## src/rtl/tile_local_arb_if.sv

```systemverilog
// Stream bundle between the requesters, the local arbiter and the switch local input.
// slave is the arbiter's view; master is the view of whatever drives requesters and switch ready.
interface tile_local_arb_if #(
    parameter int BW    = 32,
    parameter int BWB   = BW / 8,
    parameter int N_REQ = 4
);
    logic [N_REQ-1:0]     req_en;
    logic [N_REQ-1:0]     s_TVALID;
    logic [N_REQ*BW-1:0]  s_TDATA;
    logic [N_REQ*BWB-1:0] s_TKEEP;
    logic [N_REQ-1:0]     s_TLAST;
    logic [N_REQ-1:0]     s_TREADY;
    logic                 m_TVALID;
    logic [BW-1:0]        m_TDATA;
    logic [BWB-1:0]       m_TKEEP;
    logic                 m_TLAST;
    logic                 m_TREADY;
    logic [2:0]           grant_id;
    logic                 busy;
    logic [15:0]          pkt_count;
    logic                 len_err;

    modport slave (
        input  req_en, s_TVALID, s_TDATA, s_TKEEP, s_TLAST, m_TREADY,
        output s_TREADY, m_TVALID, m_TDATA, m_TKEEP, m_TLAST,
        output grant_id, busy, pkt_count, len_err
    );

    modport master (
        output req_en, s_TVALID, s_TDATA, s_TKEEP, s_TLAST, m_TREADY,
        input  s_TREADY, m_TVALID, m_TDATA, m_TKEEP, m_TLAST,
        input  grant_id, busy, pkt_count, len_err
    );
endinterface

```

## src/rtl/tile_local_arb.sv

```systemverilog
// Packet-granular round-robin arbiter merging N_REQ requester streams into the switch local input.
// Ownership is taken in IDLE and held for a whole packet; one idle cycle separates packets.
module tile_local_arb #(
    parameter int BW        = 32,
    parameter int BWB       = BW / 8,
    parameter int N_REQ     = 4,
    parameter int MAX_BEATS = 256
) (
    input  logic             clk_line,
    input  logic             clk_line_rst_low,
    tile_local_arb_if.slave  bus
);
    localparam logic [0:0]  IDLE = 1'b0;
    localparam logic [0:0]  XFER = 1'b1;
    localparam int unsigned NR   = N_REQ;
    localparam int          CW   = $clog2(MAX_BEATS + 1);

    logic [0:0]     r_state;
    logic [2:0]     r_last_grant;
    logic [2:0]     r_grant_id;
    logic           r_busy;
    logic [15:0]    r_pkt_count;
    logic           r_len_err;
    logic [CW-1:0]  r_beat_cnt;

    logic [7:0]     w_elig;
    logic           w_any;
    logic [2:0]     w_next;
    logic [2:0]     w_cand;
    logic           w_hs;

    assign w_elig = 8'(bus.s_TVALID & bus.req_en);

    // Rotating search starting just above the previous owner.
    always_comb begin
        w_any  = 1'b0;
        w_next = '0;
        w_cand = '0;
        for (int unsigned k = 1; k <= NR; k++) begin
            w_cand = 3'((32'(r_last_grant) + k) % NR);
            if (!w_any && w_elig[w_cand]) begin
                w_any  = 1'b1;
                w_next = w_cand;
            end
        end
    end

    always_comb begin
        bus.m_TVALID = 1'b0;
        bus.m_TDATA  = '0;
        bus.m_TKEEP  = '0;
        bus.m_TLAST  = 1'b0;
        bus.s_TREADY = '0;
        if (r_state == XFER) begin
            for (int unsigned i = 0; i < NR; i++) begin
                if (r_grant_id == 3'(i)) begin
                    bus.m_TVALID    = bus.s_TVALID[i];
                    bus.m_TDATA     = bus.s_TDATA[i*BW +: BW];
                    bus.m_TKEEP     = bus.s_TKEEP[i*BWB +: BWB];
                    bus.m_TLAST     = bus.s_TLAST[i];
                    bus.s_TREADY[i] = bus.m_TREADY;
                end
            end
        end
    end

    assign w_hs = (r_state == XFER) && bus.m_TVALID && bus.m_TREADY;

    always_ff @(posedge clk_line) begin
        if (!clk_line_rst_low) begin
            r_state      <= IDLE;
            r_last_grant <= 3'(N_REQ - 1);
            r_grant_id   <= '0;
            r_busy       <= 1'b0;
            r_pkt_count  <= '0;
            r_len_err    <= 1'b0;
            r_beat_cnt   <= '0;
        end else if (r_state == IDLE) begin
            if (w_any) begin
                r_grant_id <= w_next;
                r_busy     <= 1'b1;
                r_state    <= XFER;
            end
        end else if (w_hs) begin
            // Counter parks at MAX_BEATS; any further beat marks the overrun.
            if (r_beat_cnt == CW'(MAX_BEATS)) begin
                r_len_err <= 1'b1;
            end else begin
                r_beat_cnt <= r_beat_cnt + 1'b1;
            end
            if (bus.m_TLAST) begin
                r_last_grant <= r_grant_id;
                r_pkt_count  <= r_pkt_count + 16'd1;
                r_beat_cnt   <= '0;
                r_busy       <= 1'b0;
                r_state      <= IDLE;
            end
        end
    end

    assign bus.grant_id  = r_grant_id;
    assign bus.busy      = r_busy;
    assign bus.pkt_count = r_pkt_count;
    assign bus.len_err   = r_len_err;
endmodule

```

## src/flat_wrapper.sv

```systemverilog
// flat-port wrapper written by rule: the top's interface ports become plain ports
module tile_local_arb_flat 
#(
    parameter int BW        = 32,
    parameter int BWB       = BW / 8,
    parameter int N_REQ     = 4,
    parameter int MAX_BEATS = 256
)
  (clk_line, clk_line_rst_low, bus_req_en, bus_s_TVALID, bus_s_TDATA, bus_s_TKEEP, bus_s_TLAST, bus_m_TREADY, bus_s_TREADY, bus_m_TVALID, bus_m_TDATA, bus_m_TKEEP, bus_m_TLAST, bus_grant_id, bus_busy, bus_pkt_count, bus_len_err);
  tile_local_arb_if #(.BW(BW), .BWB(BWB), .N_REQ(N_REQ)) bus_i ();
  input  logic clk_line;
  input  logic clk_line_rst_low;
  input wire logic [$bits(bus_i.req_en)-1:0] bus_req_en;
  input wire logic [$bits(bus_i.s_TVALID)-1:0] bus_s_TVALID;
  input wire logic [$bits(bus_i.s_TDATA)-1:0] bus_s_TDATA;
  input wire logic [$bits(bus_i.s_TKEEP)-1:0] bus_s_TKEEP;
  input wire logic [$bits(bus_i.s_TLAST)-1:0] bus_s_TLAST;
  input wire logic [$bits(bus_i.m_TREADY)-1:0] bus_m_TREADY;
  output wire logic [$bits(bus_i.s_TREADY)-1:0] bus_s_TREADY;
  output wire logic [$bits(bus_i.m_TVALID)-1:0] bus_m_TVALID;
  output wire logic [$bits(bus_i.m_TDATA)-1:0] bus_m_TDATA;
  output wire logic [$bits(bus_i.m_TKEEP)-1:0] bus_m_TKEEP;
  output wire logic [$bits(bus_i.m_TLAST)-1:0] bus_m_TLAST;
  output wire logic [$bits(bus_i.grant_id)-1:0] bus_grant_id;
  output wire logic [$bits(bus_i.busy)-1:0] bus_busy;
  output wire logic [$bits(bus_i.pkt_count)-1:0] bus_pkt_count;
  output wire logic [$bits(bus_i.len_err)-1:0] bus_len_err;
  assign bus_i.req_en = bus_req_en;
  assign bus_i.s_TVALID = bus_s_TVALID;
  assign bus_i.s_TDATA = bus_s_TDATA;
  assign bus_i.s_TKEEP = bus_s_TKEEP;
  assign bus_i.s_TLAST = bus_s_TLAST;
  assign bus_i.m_TREADY = bus_m_TREADY;
  assign bus_s_TREADY = bus_i.s_TREADY;
  assign bus_m_TVALID = bus_i.m_TVALID;
  assign bus_m_TDATA = bus_i.m_TDATA;
  assign bus_m_TKEEP = bus_i.m_TKEEP;
  assign bus_m_TLAST = bus_i.m_TLAST;
  assign bus_grant_id = bus_i.grant_id;
  assign bus_busy = bus_i.busy;
  assign bus_pkt_count = bus_i.pkt_count;
  assign bus_len_err = bus_i.len_err;
  tile_local_arb #(.BW(BW), .BWB(BWB), .N_REQ(N_REQ), .MAX_BEATS(MAX_BEATS)) u_core (.clk_line(clk_line), .clk_line_rst_low(clk_line_rst_low), .bus(bus_i));
endmodule
```

## config.mk

```make
export PLATFORM = sky130hd
export DESIGN_NAME = tile_local_arb_flat
export DESIGN_NICKNAME = d
export VERILOG_FILES = /design/src/rtl/tile_local_arb_if.sv /design/src/rtl/tile_local_arb.sv /design/src/flat_wrapper.sv
export SDC_FILE = /design/constraint.sdc
export NUM_CORES = 1
export LEC_CHECK = 0
export ABC_AREA = 1
export ABC_CLOCK_PERIOD_IN_PS = 2600
export CAP_MARGIN = 30
export CORE_MARGIN = 3
export CORE_UTILIZATION = 30
export CTS_CLUSTER_SIZE = 24
export DETAILED_ROUTE_END_ITERATION = 10
export DONT_BUFFER_PORTS = 1
export GPL_TIMING_DRIVEN = 0
export PLACE_DENSITY = 0.46
export SYNTH_ARGS = -nofsm -noshare
export SYNTH_HDL_FRONTEND = slang
export SYNTH_SLANG_ARGS = --single-unit
```

## constraint.sdc

```tcl
create_clock -name clk_line -period 2.6 [get_ports clk_line]
set_input_delay 0.26 -clock clk_line [delete_from_list [all_inputs] [get_ports clk_line]]
set_output_delay 0.26 -clock clk_line [all_outputs]
set_load 0.01 [all_outputs]
```

==> flow_summary_export.csv <==
group,metric,value,unit
drt,drc,0,
clocking,cts_tree,"yes",
critical_path,crit_arrival,2190,ps
yosys,yosys.area.top_type_share,0.198,
sta,drv_slew,0,
yosys,yosysWarnings,0,
placed_design,pre_cts_slack,508,ps
yosys,yosys-top-cells-area,"dfxtp_1 (20%), nand2_1 (18%), nand3_1 (9.6%)",
pwr,p_leak,1.54,nW
yosys,syn-num-nets,734,
clocking,cts_sinks,32,
critical_path,cp.required,2340,ps
drt,drt-pass1-iter-count,5,
clocking,cts-resized-gates,0,
floorplan,die_h,110,um
sta,min_period,2450,ps
critical_path,cp-start-kind,"register",
drt,wirelength,12.4,mm
layout,fillers,1176,
placed_design,dp_cells,708,
critical_path,rrSetupSlack,700,ps
placed_design,io_buffers,0,
layout,diodes,0,
layout,multi_input_area,2190,um^2
yosys,synth_cell_types,34,
placed_design,gp_congestion,0.874,
yosys,ys_ff_latch,32,
yosys,synth_top_family_by_area,"simple AND/OR/NAND/NOR gates",
drt,wire_per_inst,17.3,um
sta,setup_tns,0,ps
drt,drt_iter0_markers,330,
yosys,synthSimpleGateAreaFrac,0.420,
yosys,avgSynthCellArea,5.64,um^2
yosys,synth_largest_area_cell,"dfxtp_1",
critical_path,endpoint_kind,"primary output",
critical_path,critPathMaxFanout,10,
floorplan,rows,37,
clocking,cts_made_buffers,5,
floorplan,initial_core_util,0.310,
sta,rsz0062_at_grt,"no",
critical_path,critPathKind,"reg -> out",
layout,drive_gt1_frac,0.0518,
sta,finalSetupViolations,0,
sta,hold_violations,0,
pwr,p_per_area,484,nW/um^2
global_route,antenna_found_initial,0,
sta,finalCritPeriodShare,0.942,
clocking,htreeDepth,2,
sta,whs,121,ps
floorplan,dieArea,12000,um^2
global_route,track_usage,0.179,
drt,vias_per_cell,5.43,
yosys,yosysSeqAreaShare,0.198,
sta,fin_ws,151,ps
yosys,synth_mux_area_frac,0,
global_route,grt_start_max_net_pins,11,
layout,stdcell_count,715,
status,status,"finished clean",
clocking,clockRootBuffer,"clkbuf_8",
drt,ant_nets,0,
pwr,ir_drop,0.206,mV
floorplan,die_w,110,um
yosys,synth_edf_count,0,
flow_run,max_cap_violations,0,
placed_design,dpl.hpwl,10.2,mm
yosys,yosys.area_share.xor_xnor,0.0298,
yosys,syn_area,3230,um^2
yosys,postSynthCellCount,572,
sta,tightest_slew,515,ps
layout,seq_area,641,um^2
min_path,worstHoldPathType,"in -> reg",
floorplan,core_area,10400,um^2
floorplan,num_io_pins,222,
sta,clock.fmax,0.408,GHz
clocking,path_clk_slew,70,ps
global_route,grt-ovfl-total,0,
sta,skew,7.71,ps
global_route,grt_pass1_vias,3224,
sta,relSlewSlack,0.657,
clocking,cts_hold_buf,0,
clocking,cts_setup_buffers,0,
clocking,insertion_delay,280,ps
global_route,grt_pass1_wl,16.7,mm
clocking,clock_path_buffers,2,
yosys,synth-compound-area-share,0.217,
yosys,async_flop_share,0,
yosys,synth_adder_area_share,0.0116,
layout,area_delta_synth_final,7.67,%
layout,nNetsFinal,741,
yosys,synth_top_flop_cell,"dfxtp_1",
drt,vias,3882,
[final timing paths]
kind	to	cells after the start	startpoint
worst max-delay path	bus_m_TDATA[29]	7	u_core.bus.grant_id[0]
worst min-delay path	u_core.bus.pkt_count[0]	2	clk_line_rst_low
worst max register to register	u_core.bus.pkt_count[5]	13	u_core.bus.grant_id[0]
worst min register to register	u_core.r_beat_cnt[3]	2	u_core.r_beat_cnt[3]
[placed cells by master (no fill, tap or decap), types with 4 or more instances in the layout]
cell type / Yosys / routed
nand2_1: 158 / 158
nand4_1: 7 / 7
xor2_1: 9 / 9
nand3_1: 62 / 62
clkbuf_8: 0 / 5
o211ai_1: 21 / 21
inv_1: 53 / 53
dfxtp_1: 32 / 32
buf_4: 4 / 4
buf_6: 4 / 4
clkbuf_1: 18 / 19
nor2_1: 78 / 78
o21ai_0: 33 / 33
a21oi_1: 40 / 40
o221ai_1: 12 / 12
nor3_1: 4 / 4
o22ai_1: 4 / 4
[cells by family (layout without fill, tap and decap cells)]
| logic type | after synthesis | after routing |
|---|---|---|
| compound gates | 116 | 116 |
| buf+inv | 90 | 97 |
| flops | 32 | 32 |
| simple gates | 319 | 319 |
| fa+ha+maj | 3 | 3 |
| xor+xnor | 11 | 11 |
| other cells | 1 | 1 |
[registers in the layout, summed over array words and instances, names as in the netlist]
signal / count
u_core.bus.pkt_count: 16
u_core.r_beat_cnt: 9
u_core.bus.grant_id: 2
u_core.r_last_grant: 2
u_core.bus.busy: 1
u_core.bus.len_err: 1
u_core.r_state: 1
[worst max-delay path, cell delays in order (launching register included)]
cell and delay, ps:
dfxtp_1 370, buf_6 180, inv_4 130, clkbuf_1 430
nor2_1 80, nor2_1 150, o221ai_1 140, a21oi_1 430
[metal layers]
| layer | part of all wire | routed length, um | track usage |
|---|---|---|---|
| met1 | 0.42 | 5240 | 0.238 |
| met2 | 0.46 | 5670 | 0.289 |
| met4 | 0.025 | 309 | 0.0499 |
| met3 | 0.094 | 1160 | 0.0435 |
| met5 | 0 | 0 | 0 |
[per-stage QoR]
| step | utilization | power (mW) | instance area [um^2] |
|---|---|---|---|
| after global placement | 0.326 | 1.32 | 3400 |
| after CTS | 0.334 | 1.70 | 3480 |
| after floorplan | - | 1.14 | 3230 |
| after detailed placement | 0.326 | 1.32 | 3400 |
| final | 0.334 | 1.68 | 3480 |
| after global routing | 0.334 | 1.83 | 3480 |
[where the power goes]
| group | internal [mW] | leakage (nW) | switching, mW |
|---|---|---|---|
| registers | 0.504 | 0.259 | 0.0170 |
| clock network | 0.182 | 0.0410 | 0.189 |
| logic | 0.239 | 1.24 | 0.553 |
| total | 0.925 | 1.54 | 0.759 |
[layout make-up]
type | instances | area share
multi-input cells | 450 | 0.631
clock inverters | 1 | 0.00144
clock buffers | 6 | 0.0209
well taps | 136 | 0.0490
inverters | 60 | 0.0677
flip-flops and latches | 32 | 0.184
plain buffers | 30 | 0.0457
[synth_stat cells (3+ instances only)]
cell type    n
xor2_1       9
nor3_1       4
nand3_1     62
o211ai_1    21
o221ai_1    12
a21oi_1     40
nor2_1      78
buf_6        4
dfxtp_1     32
inv_1       53
nand4_1      7
buf_4        4
buf_1        3
nand2_1    158
clkbuf_1    18
o21ai_0     33
o21ai_1      3
o22ai_1      4
ha_1         3
nand3_2      3
(Power assumes the default switching activity.)
